[config.mk]
export PLATFORM = sky130hd
export DESIGN_NAME = capture_ring_flat
export DESIGN_NICKNAME = d
export VERILOG_FILES = /design/src/rtl/capture_ring_pkg.sv /design/src/rtl/capture_ring_if.sv /design/src/rtl/capture_ring_ring_addr_ctr.sv /design/src/rtl/capture_ring.sv /design/src/flat_wrapper.sv
export SDC_FILE = /design/constraint.sdc
export NUM_CORES = 1
export LEC_CHECK = 0
export BUFFER_PORTS_ARGS = -buffer_cell sky130_fd_sc_hd__buf_2
export CORE_ASPECT_RATIO = 0.6
export CORE_MARGIN = 2
export CORE_UTILIZATION = 60
export DETAILED_ROUTE_END_ITERATION = 7
export GPL_TIMING_DRIVEN = 0
export PLACE_DENSITY = 0.91
export SETUP_SLACK_MARGIN = 0.5
export SLEW_MARGIN = 15
export SYNTH_ARGS = -nofsm -noshare
export SYNTH_HDL_FRONTEND = slang
export SYNTH_SLANG_ARGS = --single-unit
[constraint.sdc]
create_clock -name clk -period 4.3 [get_ports clk]
set_input_delay 0.86 -clock clk [delete_from_list [all_inputs] [get_ports clk]]
set_output_delay 0.86 -clock clk [all_outputs]
set_load 0.02 [all_outputs]
[src/rtl/capture_ring_pkg.sv]
// Shared types and constants for the capture ring controller.
package capture_pkg;

  localparam int CAP_DEC_W    = 4;
  localparam int CAP_DECCNT_W = 15;

  typedef enum logic [2:0] {
    CAP_IDLE,
    CAP_FILL,
    CAP_ARMED,
    CAP_POST,
    CAP_DONE
  } cap_state_t;

  // Modulus mask for the decimation counter. A shift of 15 drops out of the
  // 15-bit word, so the subtraction yields all ones (full-width counter).
  function automatic logic [CAP_DECCNT_W-1:0] dec_mask(input logic [CAP_DEC_W-1:0] dec);
    return (CAP_DECCNT_W'(1) << dec) - CAP_DECCNT_W'(1);
  endfunction

endpackage

[src/rtl/capture_ring_if.sv]
// Control, sample and RAM-write bundle between the trigger/sample side and
// the capture controller.
interface capture_ring_if
  import capture_pkg::*;
#(
  parameter int NUM_CH = 5,
  parameter int DATA_W = 8,
  parameter int ADDR_W = 9
);

  logic                       run;
  logic                       clr_done;
  logic [CAP_DEC_W-1:0]       decimator;
  logic [ADDR_W-1:0]          trig_pos;
  logic [NUM_CH-1:0]          ch_en;
  logic                       triggered;
  logic                       smpl_vld;
  logic [NUM_CH*DATA_W-1:0]   smpl_data;

  logic [NUM_CH-1:0]          we;
  logic [ADDR_W-1:0]          waddr;
  logic [NUM_CH*DATA_W-1:0]   wdata;
  logic                       armed;
  logic                       capture_done;
  logic                       set_capture_done;

  modport master (
    output run, clr_done, decimator, trig_pos, ch_en, triggered, smpl_vld, smpl_data,
    input  we, waddr, wdata, armed, capture_done, set_capture_done
  );

  modport slave (
    input  run, clr_done, decimator, trig_pos, ch_en, triggered, smpl_vld, smpl_data,
    output we, waddr, wdata, armed, capture_done, set_capture_done
  );

endinterface

[src/rtl/capture_ring_ring_addr_ctr.sv]
// Wrapping address counter 0..DEPTH-1; DEPTH need not be a power of two.
module ring_addr_ctr #(
  parameter int DEPTH  = 384,
  parameter int ADDR_W = $clog2(DEPTH)
) (
  input  logic              clk,
  input  logic              rst,
  input  logic              inc,
  input  logic              clr,
  output logic [ADDR_W-1:0] addr,
  output logic              wrap
);

  localparam logic [ADDR_W-1:0] LAST_C = ADDR_W'(DEPTH - 1);

  logic [ADDR_W-1:0] addr_q, addr_d;
  logic              at_last;

  assign at_last = (addr_q == LAST_C);
  assign wrap    = inc && at_last;
  assign addr    = addr_q;

  // Next pointer: clear wins over increment, increment wraps at the last entry.
  always_comb begin
    addr_d = addr_q;
    if (clr) begin
      addr_d = '0;
    end else if (inc) begin
      addr_d = at_last ? '0 : addr_q + ADDR_W'(1);
    end
  end

  // Pointer register.
  always_ff @(posedge clk) begin
    if (rst) begin
      addr_q <= '0;
    end else begin
      addr_q <= addr_d;
    end
  end

endmodule

[src/rtl/capture_ring.sv]
// Multi-channel capture controller: stores decimated samples into per-channel
// ring RAMs on a shared write address, arms after the pre-trigger window is
// full and stops a programmable number of stores after the trigger.
//
//   state     | meaning
//   ----------+------------------------------------------------
//   CAP_IDLE  | waiting for run
//   CAP_FILL  | storing, pre-trigger window not yet full
//   CAP_ARMED | window full, waiting for a trigger
//   CAP_POST  | trigger latched, counting post-trigger stores
//   CAP_DONE  | capture complete, no writes until clr_done
module capture_ring
  import capture_pkg::*;
#(
  parameter int NUM_CH = 5,
  parameter int DATA_W = 8,
  parameter int DEPTH  = 384,
  parameter int ADDR_W = $clog2(DEPTH)
) (
  input  logic           clk,
  input  logic           rst,
  capture_ring_if.slave  cap_if
);

  localparam int                CNT_W   = ADDR_W + 1;
  localparam logic [CNT_W-1:0]  DEPTH_C = CNT_W'(DEPTH);
  localparam logic [ADDR_W-1:0] LAST_C  = ADDR_W'(DEPTH - 1);

  cap_state_t                state_q, state_d;
  logic [CAP_DECCNT_W-1:0]   dec_cnt_q, dec_cnt_d;
  logic [CNT_W-1:0]          fill_cnt_q, fill_cnt_d;
  logic [CNT_W-1:0]          post_cnt_q, post_cnt_d;
  logic [CAP_DEC_W-1:0]      cfg_dec_q, cfg_dec_d;
  logic [ADDR_W-1:0]         cfg_tp_q, cfg_tp_d;
  logic [NUM_CH-1:0]         cfg_ch_en_q, cfg_ch_en_d;

  logic [NUM_CH-1:0]         we_q;
  logic [ADDR_W-1:0]         waddr_q;
  logic [NUM_CH*DATA_W-1:0]  wdata_q;
  logic                      armed_q;
  logic                      capture_done_q;
  logic                      set_capture_done_q;

  logic [ADDR_W-1:0]         trig_pos_clamped;
  logic [CNT_W-1:0]          post_target;
  logic [CNT_W-1:0]          fill_target;
  logic                      capturing;
  logic                      smpl_take;
  logic                      post_full;
  logic                      store;
  logic [ADDR_W-1:0]         wr_ptr;
  logic                      wr_ptr_wrap_unused;

  assign trig_pos_clamped = ({1'b0, cap_if.trig_pos} >= DEPTH_C) ? LAST_C : cap_if.trig_pos;
  assign post_target      = {1'b0, cfg_tp_q};
  assign fill_target      = DEPTH_C - post_target;

  // A store is a valid sample landing on decimation phase 0 while capturing.
  // With a zero post count the POST state must not write at all.
  assign capturing = cap_if.run &&
                     (state_q inside {CAP_FILL, CAP_ARMED, CAP_POST});
  assign smpl_take = capturing && cap_if.smpl_vld;
  assign post_full = (state_q == CAP_POST) && (post_cnt_q == post_target);
  assign store     = smpl_take && (dec_cnt_q == '0) && !post_full;

  // Shared write pointer holds the next address to write; waddr reports the
  // entry actually written, so the first store after reset lands on 0.
  ring_addr_ctr #(
    .DEPTH  (DEPTH),
    .ADDR_W (ADDR_W)
  ) u_wr_ptr (
    .clk  (clk),
    .rst  (rst),
    .inc  (store),
    .clr  (1'b0),
    .addr (wr_ptr),
    .wrap (wr_ptr_wrap_unused)
  );

  // Next-state, counter and configuration-latch logic.
  always_comb begin
    state_d     = state_q;
    dec_cnt_d   = dec_cnt_q;
    fill_cnt_d  = fill_cnt_q;
    post_cnt_d  = post_cnt_q;
    cfg_dec_d   = cfg_dec_q;
    cfg_tp_d    = cfg_tp_q;
    cfg_ch_en_d = cfg_ch_en_q;

    if (smpl_take) begin
      dec_cnt_d = (dec_cnt_q + CAP_DECCNT_W'(1)) & dec_mask(cfg_dec_q);
    end

    case (state_q)
      CAP_IDLE: begin
        if (cap_if.run) begin
          state_d     = CAP_FILL;
          dec_cnt_d   = '0;
          fill_cnt_d  = '0;
          post_cnt_d  = '0;
          cfg_dec_d   = cap_if.decimator;
          cfg_tp_d    = trig_pos_clamped;
          cfg_ch_en_d = cap_if.ch_en;
        end
      end
      CAP_FILL: begin
        if (!cap_if.run) begin
          state_d = CAP_IDLE;
        end else if (store) begin
          fill_cnt_d = fill_cnt_q + CNT_W'(1);
          if (fill_cnt_d == fill_target) begin
            state_d = CAP_ARMED;
          end
        end
      end
      CAP_ARMED: begin
        // A store on the trigger cycle is still pre-trigger data.
        if (!cap_if.run) begin
          state_d = CAP_IDLE;
        end else if (cap_if.triggered) begin
          state_d = CAP_POST;
        end
      end
      CAP_POST: begin
        if (!cap_if.run) begin
          state_d = CAP_IDLE;
        end else if (post_full) begin
          state_d = CAP_DONE;
        end else if (store) begin
          post_cnt_d = post_cnt_q + CNT_W'(1);
          if (post_cnt_d == post_target) begin
            state_d = CAP_DONE;
          end
        end
      end
      CAP_DONE: begin
        if (cap_if.clr_done) begin
          state_d = CAP_IDLE;
        end
      end
      default: begin
        state_d = CAP_IDLE;
      end
    endcase
  end

  // State register.
  always_ff @(posedge clk) begin
    if (rst) begin
      state_q <= CAP_IDLE;
    end else begin
      state_q <= state_d;
    end
  end

  // Counters and configuration captured at the start of a run.
  always_ff @(posedge clk) begin
    if (rst) begin
      dec_cnt_q   <= '0;
      fill_cnt_q  <= '0;
      post_cnt_q  <= '0;
      cfg_dec_q   <= '0;
      cfg_tp_q    <= '0;
      cfg_ch_en_q <= '0;
    end else begin
      dec_cnt_q   <= dec_cnt_d;
      fill_cnt_q  <= fill_cnt_d;
      post_cnt_q  <= post_cnt_d;
      cfg_dec_q   <= cfg_dec_d;
      cfg_tp_q    <= cfg_tp_d;
      cfg_ch_en_q <= cfg_ch_en_d;
    end
  end

  // Registered RAM write port and status flags; reset drops a pending write.
  always_ff @(posedge clk) begin
    if (rst) begin
      we_q               <= '0;
      waddr_q            <= '0;
      wdata_q            <= '0;
      armed_q            <= 1'b0;
      capture_done_q     <= 1'b0;
      set_capture_done_q <= 1'b0;
    end else begin
      we_q <= store ? cfg_ch_en_q : '0;
      if (store) begin
        waddr_q <= wr_ptr;
        wdata_q <= cap_if.smpl_data;
      end
      armed_q            <= (state_d == CAP_ARMED);
      capture_done_q     <= (state_d == CAP_DONE);
      set_capture_done_q <= (state_d == CAP_DONE) && (state_q != CAP_DONE);
    end
  end

  assign cap_if.we               = we_q;
  assign cap_if.waddr            = waddr_q;
  assign cap_if.wdata            = wdata_q;
  assign cap_if.armed            = armed_q;
  assign cap_if.capture_done     = capture_done_q;
  assign cap_if.set_capture_done = set_capture_done_q;

endmodule

[src/flat_wrapper.sv]
// flat-port wrapper written by rule: the top's interface ports become plain ports
module capture_ring_flat import capture_pkg::*;
#(
  parameter int NUM_CH = 5,
  parameter int DATA_W = 8,
  parameter int DEPTH  = 384,
  parameter int ADDR_W = $clog2(DEPTH)
)
  (clk, rst, cap_if_run, cap_if_clr_done, cap_if_decimator, cap_if_trig_pos, cap_if_ch_en, cap_if_triggered, cap_if_smpl_vld, cap_if_smpl_data, cap_if_we, cap_if_waddr, cap_if_wdata, cap_if_armed, cap_if_capture_done, cap_if_set_capture_done);
  capture_ring_if #(.NUM_CH(NUM_CH), .DATA_W(DATA_W), .ADDR_W(ADDR_W)) cap_if_i ();
  input  logic clk;
  input  logic rst;
  input wire logic [$bits(cap_if_i.run)-1:0] cap_if_run;
  input wire logic [$bits(cap_if_i.clr_done)-1:0] cap_if_clr_done;
  input wire logic [$bits(cap_if_i.decimator)-1:0] cap_if_decimator;
  input wire logic [$bits(cap_if_i.trig_pos)-1:0] cap_if_trig_pos;
  input wire logic [$bits(cap_if_i.ch_en)-1:0] cap_if_ch_en;
  input wire logic [$bits(cap_if_i.triggered)-1:0] cap_if_triggered;
  input wire logic [$bits(cap_if_i.smpl_vld)-1:0] cap_if_smpl_vld;
  input wire logic [$bits(cap_if_i.smpl_data)-1:0] cap_if_smpl_data;
  output wire logic [$bits(cap_if_i.we)-1:0] cap_if_we;
  output wire logic [$bits(cap_if_i.waddr)-1:0] cap_if_waddr;
  output wire logic [$bits(cap_if_i.wdata)-1:0] cap_if_wdata;
  output wire logic [$bits(cap_if_i.armed)-1:0] cap_if_armed;
  output wire logic [$bits(cap_if_i.capture_done)-1:0] cap_if_capture_done;
  output wire logic [$bits(cap_if_i.set_capture_done)-1:0] cap_if_set_capture_done;
  assign cap_if_i.run = cap_if_run;
  assign cap_if_i.clr_done = cap_if_clr_done;
  assign cap_if_i.decimator = cap_if_decimator;
  assign cap_if_i.trig_pos = cap_if_trig_pos;
  assign cap_if_i.ch_en = cap_if_ch_en;
  assign cap_if_i.triggered = cap_if_triggered;
  assign cap_if_i.smpl_vld = cap_if_smpl_vld;
  assign cap_if_i.smpl_data = cap_if_smpl_data;
  assign cap_if_we = cap_if_i.we;
  assign cap_if_waddr = cap_if_i.waddr;
  assign cap_if_wdata = cap_if_i.wdata;
  assign cap_if_armed = cap_if_i.armed;
  assign cap_if_capture_done = cap_if_i.capture_done;
  assign cap_if_set_capture_done = cap_if_i.set_capture_done;
  capture_ring #(.NUM_CH(NUM_CH), .DATA_W(DATA_W), .DEPTH(DEPTH), .ADDR_W(ADDR_W)) u_core (.clk(clk), .rst(rst), .cap_if(cap_if_i));
endmodule
* Yosys cells after proc, flatten, opt, wreduce, memory -nomap -nowiden
Index checks and enable logic that the tools add are counted.
** Word-level totals
- Bits in writable memories :: 0
- Memories :: 0
- Bits in latches :: 0
- Memory bits (read-only) :: 0
- Input port bits :: 64
- Register bits :: 122
** Cells by class
- Reductions and logical operators :: 16
- Bitwise logic cells :: 2
- Multiply operators :: 0
- Muxes and demuxes :: 25
- Add/sub/neg operators :: 6
- Div/mod/pow operators :: 0
- Shifts and indexed selects :: 1
- Order comparisons :: 1
- Equal/unequal tests :: 17
** Operators with widths (number)
- two-way mux 10 bit :: 6
- two-way mux 15 bit :: 3
- one-hot mux 10 bit (2 select lines) :: 2
- two-way mux 3 bit :: 11
- adder 10 x 1 -> 10 bit, second input constant :: 2
- equality test 10 x 9 -> 1 bit :: 2
- two-way mux 9 bit :: 2
- adder 15 x 1 -> 15 bit, second input constant :: 1
- AND 15 bit :: 1
- logical NOT 15 bit :: 1
- one-hot mux 3 bit (5 select lines) :: 1
- left shift 1 x 4 -> 15 bit, first input constant :: 1
- subtractor 15 x 2 -> 15 bit, second input constant :: 1
- equality test 10 bit :: 1
- subtractor 9 x 9 -> 10 bit, first input constant :: 1
- adder 9 x 1 -> 9 bit, second input constant :: 1
- equality test 3 x 2 -> 1 bit, second input constant :: 3
- equality test 9 bit, second input constant :: 1
- greater-or-equal comparator 9 bit, second input constant :: 1
- inequality test 2 bit, second input constant :: 4
- equality test 3 bit, second input constant :: 2
- logical AND 1 bit :: 6
- AND reduction 5 bit :: 1
- inequality test 2 x 1 -> 1 bit, second input constant :: 2
- other kinds (10) :: 11

* Depth between registers and ports, before layout
- Depth in word-level cells :: 12
- Gate-level depth with buffers :: 12
- Gate-level depth less buffers :: 10

* Modules after synthesis
A second synthesis with hierarchy kept.
** Unflattened totals
- Cells, all modules :: 778
- Area total of the unflattened synthesis :: 5994.5 um2
** By module, submodules not included
- capture_ring :: area an instance 5560.3 um2, instances 1, sequential area each 2262.2 um2, cells each 731
- ring_addr_ctr :: area an instance 434.2 um2, instances 1, sequential area each 180.2 um2, cells each 47

* Least setup slack after synthesis
OpenSTA, ideal clock, no wires.
- Path kind :: input -> register
- Start :: in cap_if_run
- End :: reg u_core.fill_cnt_q[5]
- Cell stages on the path :: 8
- Arrival time :: 2782 ps
- Required time :: 4230 ps
- Library setup time :: 70 ps
- Slack :: 1448 ps
- Path buffers :: 1
- Path through :: nand2b_1 or3_4 a311o_1 buf_2 a211o_1 or2_0 or3_1 a21oi_1
** Between the ends
- Longest elaborated chain between the ends :: 6
- Elaborated cells on any way between the ends :: 8
- Classes of those cells :: eq/ne: 3; reduce/logical: 5
** RTL lines
- start: declaration :: RTL line flat_wrapper.sv:13 : input wire logic [$bits(cap_if_i.run)-1:0] cap_if_run;
- logical AND 1 bit :: RTL line capture_ring.sv:60 : assign capturing = cap_if.run &&
- logical AND 1 bit :: RTL line capture_ring.sv:62 : assign smpl_take = capturing && cap_if.smpl_vld;
- logical AND 1 bit (2 in a row) :: RTL line capture_ring.sv:64 : assign store = smpl_take && (dec_cnt_q == '0) && !post_full;
- inequality test 2 x 1 -> 1 bit (no source line)
- AND reduction 4 bit (no source line) (*)
- end signal: assignment :: RTL line capture_ring.sv:167 : fill_cnt_q <= fill_cnt_d;
- end: declaration :: RTL line capture_ring.sv:31 : logic [CNT_W-1:0] fill_cnt_q, fill_cnt_d;
Every way passes the cells marked *; elsewhere a longest branch is shown, timed or not.
A chain may end at the register's enable or synchronous reset.

* Worst setup path in the final report
- Start :: reg u_core.state_q[0]
- End :: reg u_core.fill_cnt_q[5]
** Between the ends
- Longest elaborated chain between the ends :: 8
- Elaborated cells on any way between the ends :: 17
- Classes of those cells :: eq/ne: 6; mux: 1; reduce/logical: 10
** RTL lines
- start: declaration :: RTL line capture_ring.sv:29 : cap_state_t state_q, state_d;
- start signal: assignment :: RTL line capture_ring.sv:152 : state_q <= state_d;
- equality test 3 x 1 -> 1 bit, or another cell as far along :: RTL line capture_ring.sv:61, capture_ring.sv:94
- nonzero test 3 bit :: RTL line capture_ring.sv:61 : (state_q inside {CAP_FILL, CAP_ARMED, CAP_POST});
- logical AND 1 bit :: RTL line capture_ring.sv:60
- logical AND 1 bit :: RTL line capture_ring.sv:62
- logical AND 1 bit (2 in a row) :: RTL line capture_ring.sv:64
- inequality test 2 x 1 -> 1 bit (no source line)
- AND reduction 4 bit (no source line)
Parallel ways exist; a longest one is shown, timed or not.

==> run metrics <==
drt via density between 5 and 6; H-tree depth reported by CTS 4; sequential fraction of the synthesis area between 40% and 50%; number of library cell types mapped by synthesis 55; 1st-pass router iterations 6; largest cells by area after synthesis sky130_fd_sc_hd__dfxtp_1 (41%), sky130_fd_sc_hd__nand2_1 (9.8%), sky130_fd_sc_hd__a21oi_1 (8.5%); initial core utilization between 60% and 70%; number of nets in the synthesized netlist ~860; global-route wire length before repair roughly 27000 microns; fraction of final layout cells sized beyond drive strength 1 between 10% and 20%; die boundary width about 130 microns; Worst setup SP type flip-flop; share of async-settable or async-resettable flops after synthesis 0%; total grt overflow 0; logic gate share of total power 9.5%; number of enable-type register cells in the synthesized netlist 0; Die Outline Area approximately 11000 sq um; crit end category flip-flop; type of the worst setup path flip-flop to flip-flop; required time worst endpoint roughly 4.6 ns; Synth top area share 40.6%; post-detailed-placement half-perimeter wirelength 12200 microns; placement-stage cell area ~6800 sq um; Nets about 1000; share of synthesized cell area in full adder, half adder and majority cells 1.46%; vias in the first global route 5463; top flip-flop cell by instance count after synthesis sky130_fd_sc_hd__dfxtp_1; power density cells slightly below 400 nW/um^2; clock tree from TritonCTS built; average wire per cell in the routed design between 15 and 20 microns; clock network fraction of design power approximately half; core footprint 9810 sq um; most repeated cell in the gate-level netlist after synthesis sky130_fd_sc_hd__nand2_1; Max-cap violations 0; post-synthesis to final-layout area growth 22.8%; cell taking the most area after synthesis sky130_fd_sc_hd__dfxtp_1; hold violation total from the final report 0; number of antenna violations at the first check in global routing 0; Final setup violation count 0; maximum net fanout on the critical path 10; Ports 121; net switching component of the power around 0.8 mW; starting DRC count in detailed routing 810; Final Total Pwr a little under 3 mW; main combinational cell family by area after synthesis simple AND/OR/NAND/NOR gates; Avg Cell Area, Syn between 7 and 8 sq um; clock root cell sky130_fd_sc_hd__clkbuf_16; number of standard cells after synthesis approximately 800; number of post-CTS setup repair buffers 0; multiplexer area fraction after synthesis less than 1%; transition time at the pin with the least slew margin between 0.8 and 0.9 ns; sequential share of power between 40% and 50%; buffers added on ports roughly 120; leakage power around 2.9 nW; number of hold buffers added after cts 0; max-slew violations 0; placement row count 28; peak ir drop on the vdd network between 0.0002 and 0.0003 V; worst hold path class flip-flop to flip-flop; final critical path time including I/O delays and setup approximately 3.2 ns; TritonCTS sink count approximately 120; Worst Path Arrival between 3 and 4 ns; upper clock frequency limit about 310 MHz; Net Sw Frac between 20% and 30%; Skew-Pair Late Insertion Delay between 0.4 and 0.5 ns; # DRC 0; cell-internal power 2.13 mW; Max Buffers Root-to-Sink 2; xor/xnor share of the synthesized area 7.26%; area fraction in and, or, nand and nor cells after synthesis between 20% and 30%; Period Utilization, post-route around three quarters; Detail Route Antenna Nets 0; Fin Setup TNS 0 ns; final std cell area, no fill ~7400 sq um; leading cell types by count after synthesis sky130_fd_sc_hd__nand2_1 (157), sky130_fd_sc_hd__dfxtp_1 (122), sky130_fd_sc_hd__a21oi_1 (102), sky130_fd_sc_hd__nor2_1 (58), sky130_fd_sc_hd__clkbuf_1 (52); setup repair after global routing missed its margin no; warning count from the yosys run 0; run status finished, final reports clean; CTS resizes 0; total number of vias roughly 6400; Mapped Area roughly 6000 sq um; overall routing resource usage between 30% and 40%; Compound-Gate Fraction of Synth Area 16.6%; largest net degree at the start of global routing 17; relative max-transition margin between 40% and 50%; Clock Skew ~0.012 ns; die boundary height between 80 and 90 microns; register clock-pin slew on the reported worst setup and hold paths approximately 0.06 ns; global placement routability congestion roughly 0.96; total CTS buffers 17; FF+latch count, synth between 100 and 150; wire length reported by the detailed router around 17000 microns
[power groups by stage]
stage          combinational, mW  sequential (mW)  clock (mW)
4_1_cts                    0.267             1.17        1.47
2_1_floorplan              0.165             1.20           0
3_3_place_gp               0.257             1.19           0
3_5_place_dp               0.263             1.19           0
5_1_grt                    0.300             1.17        1.53
6_report                   0.275             1.17        1.47
[routing by layer]
metal  global-route usage [%]  vias up  part of all wire, %
met3                     11.5       35                   13
met1                     46.3     2945                   45
li1                         -     3029                    -
met4                     10.3        0                  1.8
met5                        0        -                    0
met2                     44.3      393                   40
[placed cells by master, fill, tap and decap left out, types with 5 or more instances in the layout]
cell,count
sky130_fd_sc_hd__nor4_1,10
sky130_fd_sc_hd__clkbuf_1,52
sky130_fd_sc_hd__nor2_1,58
sky130_fd_sc_hd__nor3b_1,5
sky130_fd_sc_hd__and3_1,10
sky130_fd_sc_hd__and2_1,14
sky130_fd_sc_hd__ha_1,7
sky130_fd_sc_hd__nand4_1,16
sky130_fd_sc_hd__a211o_1,5
sky130_fd_sc_hd__a21oi_1,102
sky130_fd_sc_hd__nand3b_1,11
sky130_fd_sc_hd__nand2b_1,5
sky130_fd_sc_hd__a31oi_1,5
sky130_fd_sc_hd__xnor2_1,18
sky130_fd_sc_hd__nor2b_1,9
sky130_fd_sc_hd__buf_2,120
sky130_fd_sc_hd__or3_1,5
sky130_fd_sc_hd__nand2_1,157
sky130_fd_sc_hd__inv_1,12
sky130_fd_sc_hd__inv_6,8
sky130_fd_sc_hd__xor2_1,24
sky130_fd_sc_hd__clkbuf_16,17
sky130_fd_sc_hd__dfxtp_1,122
sky130_fd_sc_hd__nand3_1,26
sky130_fd_sc_hd__o21ai_0,29
sky130_fd_sc_hd__nor3_1,32
[critical path, cell delays in order (launching register included)]
cell and delay (ns):
sky130_fd_sc_hd__dfxtp_1 0.31, sky130_fd_sc_hd__clkbuf_1 0.33, sky130_fd_sc_hd__nand3b_1 0.29, sky130_fd_sc_hd__nor4_1 0.72
sky130_fd_sc_hd__a311o_1 0.27, sky130_fd_sc_hd__buf_2 0.24, sky130_fd_sc_hd__a211o_1 0.30, sky130_fd_sc_hd__clkbuf_1 0.34
sky130_fd_sc_hd__o21ai_0 0.18, sky130_fd_sc_hd__a21oi_1 0.16
[through the flow]
step / hold slack [ns] / worst slack (ns) / util (%) / instances
2_1_floorplan: 0.430 / 1.45 / - / 787
3_3_place_gp: 0.434 / 0.986 / 69.1 / 1041
3_5_place_dp: 0.441 / 0.907 / 69.1 / 1041
4_1_cts: 0.449 / 1.17 / 75.3 / 1073
5_1_grt: 0.468 / 0.878 / 75.3 / 1073
6_report: 0.446 / 1.07 / 75.3 / 1074
[final cells by class]
cell class / instances / area, sq um
Sequential cell: 122 / 2440
Clock inverter: 15 / 176
Timing Repair Buffer: 119 / 596
Inverter: 12 / 45.0
Clock buffer: 17 / 425
Buffer: 53 / 200
Fill cell: 718 / 2420
Antenna cell: 1 / 2.50
Tap cell: 135 / 169
Multi-Input combinational cell: 600 / 3330
[path summary, 6_finish.rpt]
path | start | to | slack (ns) | cells past startpoint
min reg2reg | u_core.cap_if.wdata[38]$_SDFFE_PP0N_ | u_core.cap_if.wdata[38]$_SDFFE_PP0N_ | 0.45 | 2
max | u_core.state_q[0]$_SDFF_PP0_ | u_core.fill_cnt_q[5]$_SDFFE_PP0P_ | 1.07 | 9
max reg2reg | u_core.state_q[0]$_SDFF_PP0_ | u_core.fill_cnt_q[5]$_SDFFE_PP0P_ | 1.07 | 9
min | u_core.cap_if.wdata[38]$_SDFFE_PP0N_ | u_core.cap_if.wdata[38]$_SDFFE_PP0N_ | 0.45 | 2
[cell families (layout without fill, tap and decap cells)]
family                     count (synthesis)  count (layout)
buffers and inverters                     65             216
xor gates and xnor gates                  45              45
DFF                                      122             122
AOI/OAI and AO/OA                        172             172
muxes                                      1               1
and+or+nand+nor                          375             375
adders and majority gates                  7               7
other                                      0               1
(Power assumes the default switching activity.)
